## src/rtl/riscv_cpu_pkg.sv

```systemverilog
// Shared core types: fetch FSM states, word width, fetch-buffer entry.
// Imported by the IF prefetch stage and its buffer.
package riscv_cpu_pkg;

  localparam int INSTR_W = 32;
  localparam int ENTRY_W = 2 * INSTR_W;

  typedef enum logic [1:0] {
    BOOT,
    FETCH,
    WAIT,
    FLUSH
  } if_state_e;

  typedef struct packed {
    logic [INSTR_W-1:0] pc;
    logic [INSTR_W-1:0] instr;
  } fetch_entry_t;

  function automatic logic [INSTR_W-1:0] next_pc(
    input logic [INSTR_W-1:0] pc
  );
    return pc + 32'd4;
  endfunction

endpackage

```

## src/rtl/prefetch_fifo.sv

```systemverilog
// Circular prefetch buffer; DEPTH must be a power of two.
// Ports: push/pop/flush, wdata/rdata (head), full, empty, count.
module prefetch_fifo #(
  parameter int DEPTH = 2,
  parameter int WIDTH = 64,
  localparam int AW = $clog2(DEPTH),
  localparam int CW = $clog2(DEPTH + 1)
) (
  input  logic             clk_i,
  input  logic             rst_ni,
  input  logic             push,
  input  logic             pop,
  input  logic             flush,
  input  logic [WIDTH-1:0] wdata,
  output logic [WIDTH-1:0] rdata,
  output logic             full,
  output logic             empty,
  output logic [CW-1:0]    count
);

  logic [WIDTH-1:0] mem [DEPTH];
  logic [AW-1:0]    rd_ptr;
  logic [AW-1:0]    wr_ptr;
  logic             do_push;
  logic             do_pop;

  assign full    = (count == CW'(DEPTH));
  assign empty   = (count == '0);
  assign do_push = push && !full && !flush;
  assign do_pop  = pop && !empty && !flush;
  assign rdata   = mem[rd_ptr];

  always_ff @(posedge clk_i or negedge rst_ni) begin
    if (!rst_ni) begin
      rd_ptr <= '0;
      wr_ptr <= '0;
      count  <= '0;
    end else if (flush) begin
      rd_ptr <= '0;
      wr_ptr <= '0;
      count  <= '0;
    end else begin
      if (do_push) wr_ptr <= wr_ptr + AW'(1);
      if (do_pop)  rd_ptr <= rd_ptr + AW'(1);
      case ({do_push, do_pop})
        2'b10:   count <= count + CW'(1);
        2'b01:   count <= count - CW'(1);
        default: ;
      endcase
    end
  end

  always_ff @(posedge clk_i) begin
    if (do_push) mem[wr_ptr] <= wdata;
  end

endmodule

```

## src/rtl/if_prefetch_stage.sv

```systemverilog
// IF prefetch: one outstanding fetch, credit-gated, redirect flush.
// Ports: boot/redirect addr in, instr mem req/gnt/rvalid, ID head out.
module if_prefetch_stage
  import riscv_cpu_pkg::*;
#(
  parameter int FIFO_DEPTH = 2
) (
  input  logic               clk_i,
  input  logic               rst_ni,
  input  logic [INSTR_W-1:0] boot_addr_i,
  output logic               instr_req_o,
  output logic [INSTR_W-1:0] instr_addr_o,
  input  logic               instr_gnt_i,
  input  logic               instr_rvalid_i,
  input  logic [INSTR_W-1:0] instr_rdata_i,
  input  logic               redirect_i,
  input  logic [INSTR_W-1:0] redirect_addr_i,
  input  logic               id_ready_i,
  output logic               instr_valid_o,
  output logic [INSTR_W-1:0] instr_rdata_o,
  output logic [INSTR_W-1:0] pc_o
);

  localparam int CW = $clog2(FIFO_DEPTH + 1);

  if_state_e          state_q, state_d;
  logic [INSTR_W-1:0] fetch_pc_q, fetch_pc_d;
  logic [INSTR_W-1:0] req_pc_q, req_pc_d;
  logic               push, pop, flush;
  logic               full, empty;
  logic [CW-1:0]      count;
  logic [CW:0]        used;
  logic               outstanding;
  logic               credit;
  logic               grant;
  fetch_entry_t       wentry, rentry;

  assign outstanding = (state_q == WAIT) || (state_q == FLUSH);
  assign used   = {1'b0, count} + {{CW{1'b0}}, outstanding};
  assign credit = !full && (used < (CW + 1)'(FIFO_DEPTH));

  assign instr_req_o  = (state_q == FETCH) && credit;
  assign instr_addr_o = fetch_pc_q;
  assign grant        = instr_req_o && instr_gnt_i;

  assign instr_valid_o = !empty;
  assign instr_rdata_o = empty ? '0 : rentry.instr;
  assign pc_o          = empty ? '0 : rentry.pc;

  assign wentry = '{pc: req_pc_q, instr: instr_rdata_i};

  always_comb begin
    state_d    = state_q;
    fetch_pc_d = fetch_pc_q;
    req_pc_d   = req_pc_q;
    push       = 1'b0;
    pop        = 1'b0;
    flush      = 1'b0;
    if (state_q == BOOT) begin
      state_d    = FETCH;
      fetch_pc_d = boot_addr_i;
    end else if (redirect_i) begin
      flush      = 1'b1;
      fetch_pc_d = redirect_addr_i;
      // FLUSH only while a response is still owed after this edge;
      // a same-cycle rvalid retires the old request.
      if ((outstanding && !instr_rvalid_i) || grant)
        state_d = FLUSH;
      else
        state_d = FETCH;
    end else begin
      pop = instr_valid_o && id_ready_i;
      unique case (1'b1)
        state_q == FETCH: begin
          if (grant) begin
            state_d    = WAIT;
            req_pc_d   = fetch_pc_q;
            fetch_pc_d = next_pc(fetch_pc_q);
          end
        end
        state_q == WAIT: begin
          if (instr_rvalid_i) begin
            push    = 1'b1;
            state_d = FETCH;
          end
        end
        state_q == FLUSH: begin
          if (instr_rvalid_i) state_d = FETCH;
        end
        default: ;
      endcase
    end
  end

  always_ff @(posedge clk_i or negedge rst_ni) begin
    if (!rst_ni) begin
      state_q    <= BOOT;
      fetch_pc_q <= '0;
      req_pc_q   <= '0;
    end else begin
      state_q    <= state_d;
      fetch_pc_q <= fetch_pc_d;
      req_pc_q   <= req_pc_d;
    end
  end

  prefetch_fifo #(
    .DEPTH(FIFO_DEPTH),
    .WIDTH(ENTRY_W)
  ) u_fifo (
    .clk_i (clk_i),
    .rst_ni(rst_ni),
    .push  (push),
    .pop   (pop),
    .flush (flush),
    .wdata (wentry),
    .rdata (rentry),
    .full  (full),
    .empty (empty),
    .count (count)
  );

endmodule

```

## config.mk

```make
export PLATFORM = sky130hd
export DESIGN_NAME = if_prefetch_stage
export DESIGN_NICKNAME = d
export VERILOG_FILES = /design/src/rtl/riscv_cpu_pkg.sv /design/src/rtl/prefetch_fifo.sv /design/src/rtl/if_prefetch_stage.sv
export SDC_FILE = /design/constraint.sdc
export NUM_CORES = 1
export LEC_CHECK = 0
export CORE_MARGIN = 4
export CORE_UTILIZATION = 45
export DETAILED_ROUTE_END_ITERATION = 7
export GPL_TIMING_DRIVEN = 0
export PLACE_DENSITY = 0.73
export SLEW_MARGIN = 20
export SYNTH_ARGS = -nofsm -noshare
export SYNTH_HDL_FRONTEND = slang
export SYNTH_SLANG_ARGS = --single-unit
```

## constraint.sdc

```tcl
create_clock -name clk_i -period 13.5 [get_ports clk_i]
set_clock_uncertainty 0.2 [all_clocks]
set_input_delay 3.375 -clock clk_i [delete_from_list [all_inputs] [get_ports clk_i]]
set_output_delay 3.375 -clock clk_i [all_outputs]
set_load 0.1 [all_outputs]
```

==> impl_metrics.csv <==
group,metric,value,unit
synth,ys_seq_area_frac,0.648,
timing,final.min_clock_period,6.90,ns
worst_hold_path,holdPathEnd,"u_fifo.mem[1][62]$_DFFE_PP_",
drt,wl_per_cell,19.4,um
clock_tree,cts_buffer_depth,2,
worst_setup_path,crit_chain,"clkbuf_1, buf_1, buf_2, mux2i_1, nor2_1, clkdlybuf4s50_1",
global_routing,grt_usage,0.214,
drt,wl,23.1,mm
timing,fin_crit_sh,0.511,
layout,fillers,1542,
global_routing,grt_pass1_wl,36.1,mm
place,portBuffers,199,
floorplanning,rows,50,
floorplanning,initial_core_util,0.460,
timing,worstMarginPinSlew,1.05,ns
drt,dr_total_vias,6579,
clock_tree,cts.repair.resized,0,
layout,nets,1050,
timing,fmax,145,MHz
floorplanning,die_y,147,um
status,status,"finished clean",
clock_tree,clock_sinks,198,
synth,syn_nets,827,
synth,ys_ff_latch,198,
drt,first_iter_violations,477,
floorplanning,io-pin-count,200,
pwr,power.density,144,nW/um^2
global_routing,first_global_vias,6569,
worst_setup_path,ff2ff_setup_slack,10.71,ns
layout,drive_gt1_frac,0.0740,
drt,viasPerCell,5.51,
place,dpl.hpwl,16.5,mm
clock_tree,clock_latency,0.44,ns
worst_setup_path,worst-path-max-fanout,10,
layout,antenna_cells,0,
synth,avgSynthCellArea,11.9,sq um
synth,netlist_top_cells_area,"edfxtp_1 (45%), dfrtp_1 (20%), mux2i_1 (8.1%), nand2_1 (5.0%), nor2_1 (3.6%)",
worst_setup_path,slowest_stage,"clkdlybuf4s50_1",
clock_tree,root_buffer,"clkbuf_16",
clock_tree,post_cts_buffers,0,
layout,fin_util,0.619,
clock_tree,numCtsBuffers,17,
clock_tree,clk_pin_slew,0.08,ns
worst_hold_path,min_from,"req_pc_q[30]$_DFFE_PN0P_",
worst_setup_path,reg2reg_from,"state_q[1]$_DFFE_PN0P_",
timing,hold_viol_final,0,
timing,relSlewSlack,0.297,
global_routing,grt_max_degree,39,
floorplanning,dieWidth,147,um
pwr,finalPower,1.68,mW
worst_setup_path,cp-end-kind,"primary output",
pwr,leakagePower,4.26,nW
synth,synth_top_cell_by_area,"edfxtp_1",
synth,netlist_top_cells_count,"edfxtp_1 (128), nand2_1 (115), nor2_1 (83), dfrtp_1 (70), mux2i_1 (70)",
clock_tree,cts_tree,"done",
clock_tree,htree_levels,4,
synth,synthArstFlopShare,0.354,
pwr,ir_worst_vdd,0.128,mV
place,globalplace.congestion,0.868,
worst_setup_path,max_stage_delay,1.17,ns
clock_tree,holdBufCountCts,0,
timing,setup_viol,0,
worst_setup_path,arrival,3.32,ns
global_routing,grt-ovfl-total,0,
floorplanning,die_area,21500,sq um
synth,ys_warn_count,0,
worst_setup_path,worstSetupStartpointType,"flip-flop",
worst_hold_path,holdPathStages,0,
drt,antenna_left,0,
worst_setup_path,crit_type,"reg2out",
synth,post-synth-top-count-cell,"edfxtp_1",
synth,synth-edff-count,128,
worst_setup_path,worst_ep_required_time,9.93,ns
worst_hold_path,min_path_type,"reg2reg",
timing,maxSlewViolCount,0,
layout,areaGrowthSynthToFinish,34.6,%
timing,final.setup.tns,0,ns
synth,synthFlopType,"edfxtp_1",
worst_setup_path,r2r-end,"req_pc_q[6]$_DFFE_PN0P_",
worst_setup_path,reg2reg_depth,6,
synth,yosysTopAreaCellShare,0.445,
synth,ys_types,55,
global_routing,antenna_found_initial,0,
floorplanning,coreArea,18800,sq um
drt,drc_errors,0,
drt,first_pass_iters,6,
timing,grt_setup_unrepaired,"false",
synth,syn_inst,724,
synth,netlist_area,8630,sq um
run,drv_cap,0,
[power breakdown]
| part | switching, mW | internal [mW] |
|---|---|---|
| clock | 0.248 | 0.255 |
| combinational | 0.269 | 0.113 |
| sequential | 0.0669 | 0.727 |
[per-stage QoR]
step	setup WS (ns)	hold slack, ns	std cells	instance area, sq um
after floorplan	6.25	0.242	724	8630
after global placement	4.11	0.248	1157	10900
after detailed placement	7.00	0.254	1162	11000
after CTS	6.51	0.269	1194	11600
after global routing	6.35	0.284	1194	11600
final	6.60	0.274	1194	11600
[how the worst max path moves through the flow]
stage,start,endpoint,cells past startpoint
final,u_fifo.rd_ptr$_DFFE_PN0P_,pc_o[4],6
after global placement,redirect_i,u_fifo.mem[1][26]$_DFFE_PP_,4
after CTS,u_fifo.count[1]$_DFFE_PN0P_,pc_o[4],6
after global routing,u_fifo.count[1]$_DFFE_PN0P_,pc_o[4],6
after floorplan,redirect_i,u_fifo.mem[0][0]$_DFFE_PP_,3
after detailed placement,u_fifo.count[1]$_DFFE_PN0P_,pc_o[4],6
[area by class of cell]
class | instances | area [sq um] | area share
Sequential cell | 198 | 5600 | 0.481
Buffer | 46 | 226 | 0.0195
Multi-Input combinational cell | 472 | 2800 | 0.241
Inverter | 8 | 30.0 | 0.00258
Clock buffer | 18 | 439 | 0.0378
Tap cell | 234 | 293 | 0.0252
Clock inverter | 14 | 155 | 0.0133
Timing Repair Buffer | 204 | 2090 | 0.180
[state kept, by name (all words and copies together), names as in the netlist]
name	count
u_fifo.count	2
u_fifo.wr_ptr	1
instr_addr_o	32
req_pc_q	32
state_q	2
u_fifo.rd_ptr	1
u_fifo.mem	128
[kinds of logic after synthesis]
group | share of synthesized area
AO/OA/AOI/OAI | 0.0788
flip-flops | 0.648
AND/OR/NAND/NOR | 0.158
multiplexers | 0.0811
buffers and inverters | 0.0297
adder cells (fa/ha/maj) | 0.00145
XOR/XNOR | 0.00304
[placed cells by master, fill, tap and decap left out, types with 3 or more instances in the layout]
cell	instances
nand2_1	115
o211ai_1	5
buf_12	5
nor2_1	81
a2bb2oi_1	7
nand2b_1	4
o311ai_1	5
buf_4	3
or2_2	3
clkinv_8	3
nor3b_1	3
buf_2	9
edfxtp_1	128
mux2i_1	70
o21ai_0	33
a31oi_1	6
clkbuf_16	17
inv_1	8
inv_8	4
and4_1	3
inv_6	5
dfrtp_1	70
or4_1	3
a221oi_1	7
buf_1	7
clkbuf_1	24
nand3_1	27
clkbuf_8	3
clkdlybuf4s50_1	198
and3_1	20
a21oi_1	34
nand4_1	9
[layer usage]
layer / GRT usage / part of all wire / up-vias
met4: 0.0588 / 0.014 / 0
met5: 0 / 0 / -
met3: 0.0568 / 0.088 / 22
li1: - / - / 3078
met2: 0.356 / 0.48 / 316
met1: 0.280 / 0.42 / 3163
[critical path, delay by kind of cell (launching register included)]
| family | cells | cell delay (ns) |
|---|---|---|
| flip-flops | 1 | 0.33 |
| multiplexers | 1 | 0.12 |
| AND/OR/NAND/NOR | 1 | 0.17 |
| buffers and inverters | 4 | 2.28 |
Power figures use the tool's default switching activity.
